[config.mk]
export PLATFORM = sky130hd
export DESIGN_NAME = transpose_row_streamer
export DESIGN_NICKNAME = d
export VERILOG_FILES = /design/src/rtl/transpose_pkg.sv /design/src/rtl/transpose_line_mux.sv /design/src/rtl/transpose_row_streamer.sv
export SDC_FILE = /design/constraint.sdc
export NUM_CORES = 2
export LEC_CHECK = 0
export CAP_MARGIN = 25
export CORE_AREA = 2 2 572 574
export CTS_CLUSTER_SIZE = 20
export DETAILED_ROUTE_END_ITERATION = 8
export DIE_AREA = 0 0 574 576
export DONT_BUFFER_PORTS = 1
export SKIP_LAST_GASP = 1
export SYNTH_ARGS = -nofsm -noshare
export SYNTH_HDL_FRONTEND = slang
export SYNTH_HIERARCHICAL = 1
export SYNTH_SLANG_ARGS = --single-unit
[constraint.sdc]
create_clock -name clk -period 76.6 [get_ports clk]
set_clock_uncertainty 0.15 [all_clocks]
set_input_delay 11.49 -clock clk [delete_from_list [all_inputs] [get_ports clk]]
set_output_delay 11.49 -clock clk [all_outputs]
set_load 0.02 [all_outputs]
[src/rtl/transpose_pkg.sv]
// Shared types and width helpers for the transposer and its row streamer.
// Element/line typedefs describe the default Q4.16, 8-element configuration.
package transpose_pkg;

  localparam int unsigned IL_DEF  = 4;
  localparam int unsigned FL_DEF  = 16;
  localparam int unsigned ROW_DEF = 8;
  localparam int unsigned COL_DEF = 8;

  // Element width of a Q IL.FL fixed-point value (sign bit counted in IL).
  function automatic int unsigned elem_width(input int unsigned il, input int unsigned fl);
    return il + fl;
  endfunction

  typedef logic signed [elem_width(IL_DEF, FL_DEF)-1:0] elem_t;
  typedef elem_t [ROW_DEF-1:0] line_t;

  typedef enum logic {
    IDLE   = 1'b0,
    STREAM = 1'b1
  } state_e;

endpackage

[src/rtl/transpose_line_mux.sv]
// Combinational line selector: picks line sel_i of the held tile.
// With TRANSPOSE_STREAM_RELU_EN defined, negative elements are forced to zero.
module transpose_line_mux
  import transpose_pkg::*;
#(
  parameter  int unsigned W      = elem_width(IL_DEF, FL_DEF),
  parameter  int unsigned row    = ROW_DEF,
  parameter  int unsigned col    = COL_DEF,
  localparam int unsigned LINE_W = W * row,
  localparam int unsigned TILE_W = LINE_W * col,
  localparam int unsigned IDX_W  = $clog2(col)
) (
  input  logic [TILE_W-1:0] tile_i,
  input  logic [IDX_W-1:0]  sel_i,
  output logic [LINE_W-1:0] line_c
);

  logic [LINE_W-1:0] raw_line;

  // Compare-based select keeps out-of-range indices (non-power-of-two col) at zero.
  always_comb begin
    raw_line = '0;
    for (int k = 0; k < int'(col); k++) begin
      if (sel_i == IDX_W'(k)) begin
        raw_line = tile_i[k*LINE_W +: LINE_W];
      end
    end
  end

`ifdef TRANSPOSE_STREAM_RELU_EN
  always_comb begin
    line_c = raw_line;
    for (int m = 0; m < int'(row); m++) begin
      if (raw_line[m*W + W - 1]) begin
        line_c[m*W +: W] = '0;
      end
    end
  end
`else
  always_comb begin
    line_c = raw_line;
  end
`endif

endmodule

[src/rtl/transpose_row_streamer.sv]
// Captures a transposed tile, acknowledges it with tile_taken, then streams one
// line per valid/ready beat. Optional ReLU on the output: TRANSPOSE_STREAM_RELU_EN.
module transpose_row_streamer
  import transpose_pkg::*;
#(
  parameter  int unsigned IL     = IL_DEF,
  parameter  int unsigned FL     = FL_DEF,
  parameter  int unsigned row    = ROW_DEF,
  parameter  int unsigned col    = COL_DEF,
  localparam int unsigned W      = elem_width(IL, FL),
  localparam int unsigned LINE_W = W * row,
  localparam int unsigned TILE_W = LINE_W * col,
  localparam int unsigned IDX_W  = $clog2(col)
) (
  input  logic              clk,
  input  logic              reset,
  input  logic              tile_valid,
  input  logic [TILE_W-1:0] tile_in,
  output logic              tile_taken,
  output logic              out_valid,
  input  logic              out_ready,
  output logic [LINE_W-1:0] out_data,
  output logic [IDX_W-1:0]  out_index,
  output logic              out_last,
  output logic              busy
);

  localparam logic [IDX_W-1:0] LAST_IDX = IDX_W'(col - 1);

  // col >= 2 guarantees the lingering upstream tile_valid cycle lands in STREAM.
  if (col < 2) begin : g_col_check
    $error("transpose_row_streamer: col must be >= 2");
  end

  state_e            state_q, state_d;
  logic [TILE_W-1:0] buf_q, buf_d;
  logic [IDX_W-1:0]  idx_q, idx_d;
  logic              taken_q, taken_d;
  logic [LINE_W-1:0] line_sel;
  logic              capture;
  logic              beat;

  assign capture = (state_q == IDLE) && tile_valid;
  assign beat    = (state_q == STREAM) && out_ready;

  always_ff @(posedge clk or posedge reset) begin
    if (reset) begin
      state_q <= IDLE;
    end else begin
      state_q <= state_d;
    end
  end

  always_comb begin
    state_d = state_q;
    case (state_q)
      IDLE:    if (tile_valid) state_d = STREAM;
      STREAM:  if (out_ready && (idx_q == LAST_IDX)) state_d = IDLE;
      default: state_d = IDLE;
    endcase
  end

  // Buffer, line counter and the one-cycle capture acknowledge.
  always_comb begin
    buf_d   = buf_q;
    idx_d   = idx_q;
    taken_d = 1'b0;
    if (capture) begin
      buf_d   = tile_in;
      idx_d   = '0;
      taken_d = 1'b1;
    end else if (beat) begin
      idx_d = (idx_q == LAST_IDX) ? '0 : idx_q + IDX_W'(1);
    end
  end

  always_ff @(posedge clk or posedge reset) begin
    if (reset) begin
      buf_q   <= '0;
      idx_q   <= '0;
      taken_q <= 1'b0;
    end else begin
      buf_q   <= buf_d;
      idx_q   <= idx_d;
      taken_q <= taken_d;
    end
  end

  transpose_line_mux #(
    .W   (W),
    .row (row),
    .col (col)
  ) u_line_mux (
    .tile_i (buf_q),
    .sel_i  (idx_q),
    .line_c (line_sel)
  );

  always_comb begin
    tile_taken = taken_q;
    out_valid  = 1'b0;
    busy       = 1'b0;
    out_last   = 1'b0;
    out_data   = '0;
    out_index  = idx_q;
    if (state_q == STREAM) begin
      out_valid = 1'b1;
      busy      = 1'b1;
      out_last  = (idx_q == LAST_IDX);
      out_data  = line_sel;
    end
  end

endmodule

# --- Yosys cells after proc, flatten, opt, wreduce, memory -nomap -nowiden ---
# Cells that the tools add are included.
word_totals:
  register_bits: 1285
  inputBits: 1284
  out_inout_bits: 167
op_classes:
  addsub: 1
  n_eq_ne: 7
  n_mux: 18
  bitwise: 1
  n_reduce_logical: 5
op_table:
  columns: ["op", "count"]
  rows:
  - ["two-way mux 160 bit", 9]
  - ["equality test 3 bit (second input constant)", 4]
  - ["two-way mux 3 bit", 3]
  - ["equality test 3 x 2 -> 1 bit (second input constant)", 2]
  - ["two-way mux 1 bit", 5]
  - ["adder 3 x 1 -> 3 bit (second input constant)", 1]
  - ["equality test 3 x 1 -> 1 bit (second input constant)", 1]
  - ["logical AND 1 bit", 3]
  - ["logical NOT 3 bit", 1]
  - ["case mux 1 bit (2 select lines)", 1]
  - ["nonzero test 2 bit", 1]
  - ["NOT 1 bit", 1]

# --- Depth between registers and ports, before layout ---
depth:
  ltp_word: 10
  mapped_depth: 9

# --- By module ---
# Netlist, hierarchy kept.
modules_own_cells:
  columns: ["module", "n_inst", "cells_per_inst", "area_per_inst_um2", "seq_area_each_um2"]
  rows:
  - ["transpose_row_streamer", 1, 2900, 48793.0, 32155.8]
  - ["transpose_line_mux", 1, 1875, 12492.0, 0.0]

# --- Worst setup path before layout ---
# OpenSTA, ideal clock, no wires.
synth_path:
  path_kind: "reg-to-output"
  from: "reg idx_q[0] (netlist: out_index[0])"
  to: "out out_data[110]"
  arrival_time_ns: 1.866
  required_ns: 64.960
  setup_slack_ns: 63.094
  path_stages_with_launch: 9
  n_path_buf: 4
  cell_sequence: "dfrtp_1 > buf_4 > buf_4 > buf_2 > buf_2 > mux2i_1 > nand2_1 > o31a_1 > and2_1"
synth_between:
  elab_chain_len: 10
synth_rtl:
  columns: ["item", "line", "rtl"]
  rows:
  - ["from (decl)", "transpose_row_streamer.sv:37", "logic [IDX_W-1:0] idx_q, idx_d;"]
  - ["from (signal assigned)", "transpose_row_streamer.sv:84", "idx_q <= idx_d;"]
  - ["logical NOT 3 bit", "transpose_line_mux.sv:24", "if (sel_i == IDX_W'(k)) begin"]
  - ["two-way mux 160 bit (7 in series)", "transpose_line_mux.sv:24", null]
  - ["two-way mux 160 bit (*)", "transpose_line_mux.sv:24", null]
  - ["named net line_sel[110]", "transpose_row_streamer.sv:39", "logic [LINE_W-1:0] line_sel;"]
  - ["two-way mux 160 bit (*)", "transpose_row_streamer.sv:106", "if (state_q == STREAM) begin"]
  - ["to (decl)", "transpose_row_streamer.sv:22", "output logic [LINE_W-1:0] out_data,"]
# The timed path passes the listed nets; every way through them passes the cells marked *.

# --- Final worst setup path ---
layout_path:
  from: "reg idx_q[0] (netlist: out_index[0])"
  to: "out out_data[99]"
# Same word-level chain as after synthesis.

==> impl_results.md <==
- Largest net degree at the start of global routing: 162
- Clock Sinks: between 1k and 1.5k
- Area leader, netlist: dfrtp_1
- Overall via count from detail_route: between 40k and 50k
- Commonest register cell after synthesis: dfrtp_1
- Gr ovfl total: 0
- Num rows: between 200 and 250
- Dpl ws: 59600 ps
- Endpoint type of the worst setup path: output port
- Mapped Cells: between 4k and 5k
- Most common cell in the synthesized netlist: dfrtp_1
- I/O pin cnt: about 1.5k
- Logic pwr share: a little over two fifths
- Post-place instance area: 65240 sq um
- Cells after DPL: around 8.8k
- Vias per cell: about 4.5
- Hold WS: 332.5 ps
- RR Endpoint: buf_q[735]
- Period utilisation layout: around 23%
- Core area: approximately 330000 sq um
- Critical Path Max Stage Delay: approximately 900 ps
- R2R Path Start: state_q
- Pint: slightly above 2 mW
- IO buf count: 0
- Post-cts sizing count: 0
- Cell depth of the worst hold path: 1
- Vias in the first global route: 41.61k
- DIE HEIGHT: between 500 and 600 um
- Root Driver: clkbuf_16
- Area of the multi-input gates: approximately 27000 sq um
- Setup TNS: 0 ps
- Post-route cell area: 71110 sq um
- Leakage: 28.75 nW
- Unique masters post-synth: 29
- Synth top cells by count: 1285 x dfrtp_1, 1000 x mux2_1, 321 x mux2i_1, 321 x nand2_1, 282 x mux2_2
- Register area: approximately 32000 sq um
- Seq/Total Area, Yosys: between 50% and 60%
- Syn nets: just over 6k
- Area of the mapped netlist: around 61000 sq um
- Critical path arrival: between 5000 and 6000 ps
- Pwr dens: 49.37 nW/um^2
- Drt first pass iters: 5
- Minimum clock period: 17240 ps
- FF-to-FF path depth: 7
- Design Power: roughly 3.5 mW
- Die width: between 500 and 600 um
- R2R setup slack: approximately 70000 ps
- Setup Crit Path Kind: flop to output port
- CP dominant cell by count: buf_4
- Share of layout cells above drive strength 1: ~15%
- Crit path max fanout: roughly 130
- Drt drc: 0
- Synth area leaders: dfrtp_1 52%, mux2_1 18%, mux2i_1 5.2%, mux2_2 5.2%, nand2_1 2.0%
- Starting DRT DRC Count: 3639
- Non-Filler Instances: around 9.3k
- Critical path launch point type: flop
- Cts-stage hold buffer count: 0
- Drt total wl: about 290000 um
- Final setup vio count: 0
- Status: completed
- H-tree Lvls: 4
- WP data required: 64960 ps
- Min-Delay Path Class: flop to flop
- # Max-Cap Violations: 0
- # fillers: approximately 35k
- Total GRT Usage: roughly 17%
- Worst skew pair latency: between 800 and 900 ps
- Mean Syn Cell Area: between 10 and 15 sq um
- Final ANT Viol Nets: 0
- Yosys reg bits: 1285
- Worst setup margin: just under 60000 ps
- Post-synth EDFFs: 0
- Clock Path Buffers: 4
- CTS clk-pin slew, worst paths: 60 ps
- Worst slew pin tran: around 1100 ps
- Final core utilization: a little over a fifth
- Gpl congestion: 0.9407
- DP HPWL: ~230000 um
- Hold_sp: buf_q[1028]
- Worst rel slew slack: 25.44%
- CTS tree: built
- Die area: 330600 sq um
- Syn-to-layout area delta: 16.03%
- Nets: 5920
- Initial core utilization: about a fifth
- Hold Vio Cnt, Final: 0
- Net Sw Frac: between 40% and 50%
- WL per Instance: ~32 um
- Flop pwr share: a little over a third
- RSZ-0062 raised after global routing: no
- Clock power frac: between 20% and 30%
- Worst VDD drop: about 0.025 mV
- Async SR Flop Fraction: 100.0%
- Slew Viols, Final: 0
- Cells along the critical path: buf_4, buf_4, buf_12, mux2i_1, nand2_1, o31a_1, and2_1
- Post-CTS Setup Bufs: 0
- First-pass GRT wire length: a little under 400000 um
- Hold endpoint: buf_q[1028]
- FMAX: slightly below 60 MHz
- Num CTS Buffers: between 150 and 200
- YS warnings: 6
- Slowest CP cell: dfrtp_4
- Post-synth top area share: roughly 52%
- Psw: 1.490 mW
- Initial antenna violation count: roughly 420
cell type report:
class | instances | area share (%)
repair buffers | 89 | 1.253
diodes | 201 | 0.7073
flip-flops and latches | 1285 | 45.24
inverters | 1 | 0.01584
multi-input cells | 3098 | 37.82
clock inverters | 60 | 0.9871
clock buffers | 222 | 6.326
well taps | 4346 | 7.647
worst max-delay path: cells and delay by family (launching register included):
kind                   cells  cell delay [ps]
AOI/OAI and AO/OA          1              170
buffers and inverters      3             1990
DFF                        1              900
muxes                      1              880
and+or+nand+nor            2              370
worst max-delay path by stage:
stage,depth (start not counted),to,slack (ps),startpoint
2_1_floorplan,1,buf_q[0],28740,reset
3_3_place_gp,7,buf_q[733],59700,tile_valid
3_5_place_dp,7,buf_q[620],59600,tile_valid
4_1_cts,7,out_data[2],59170,out_index[2]
5_1_grt,7,out_data[102],59080,out_index[2]
6_report,7,out_data[99],59360,out_index[0]
power groups by stage:
stage / clock network, mW / registers, mW / logic, mW
2_1_floorplan: 0 / 1.16 / 1.09
3_5_place_dp: 0 / 1.28 / 1.47
6_report: 0.767 / 1.27 / 1.47
4_1_cts: 0.789 / 1.27 / 1.48
3_3_place_gp: 0 / 1.27 / 1.45
5_1_grt: 0.816 / 1.31 / 1.57
per-layer routing:
metal / vias to the layer above / GRT usage [%] / part of all wire, %
li1: 17289 / - / -
met1: 21492 / 20.44 / 39
met2: 2478 / 26.43 / 44
met3: 859 / 8.291 / 12
met4: 202 / 5.900 / 4.2
met5: - / 0 / 0.45
placed cells by master, fill, tap and decap left out, types with 70 or more instances in the layout:
| cell type | Yosys | routed |
|---|---|---|
| o211ai_1 | 80 | 80 |
| clkbuf_16 | 0 | 161 |
| nor2_1 | 81 | 81 |
| or2_1 | 100 | 100 |
| o31a_1 | 120 | 120 |
| mux2_1 | 1000 | 1000 |
| a221oi_2 | 70 | 70 |
| diode_2 | 0 | 201 |
| dfrtp_1 | 1285 | 1281 |
| a22oi_1 | 120 | 120 |
| nand2_1 | 321 | 320 |
| o21ai_0 | 80 | 80 |
| and2_1 | 162 | 161 |
| mux2_2 | 282 | 282 |
| mux2i_1 | 321 | 321 |
| a21oi_1 | 240 | 240 |
| buf_4 | 155 | 76 |
registers in the layout (all words and copies together), names as in the netlist:
name / flops
out_index: 3
tile_taken: 1
state_q: 1
buf_q: 1280
logic make-up after synthesis:
| group | after synthesis | share of synthesized area, % |
|---|---|---|
| DFF | 1285 | 52.47 |
| and+or+nand+nor | 689 | 5.392 |
| adders and majority gates | 2 | 0.04083 |
| buffers and inverters | 392 | 3.712 |
| muxes | 1603 | 28.80 |
| AOI/OAI and AO/OA | 804 | 9.587 |
Note: power is estimated with default switching activity, not from simulation.
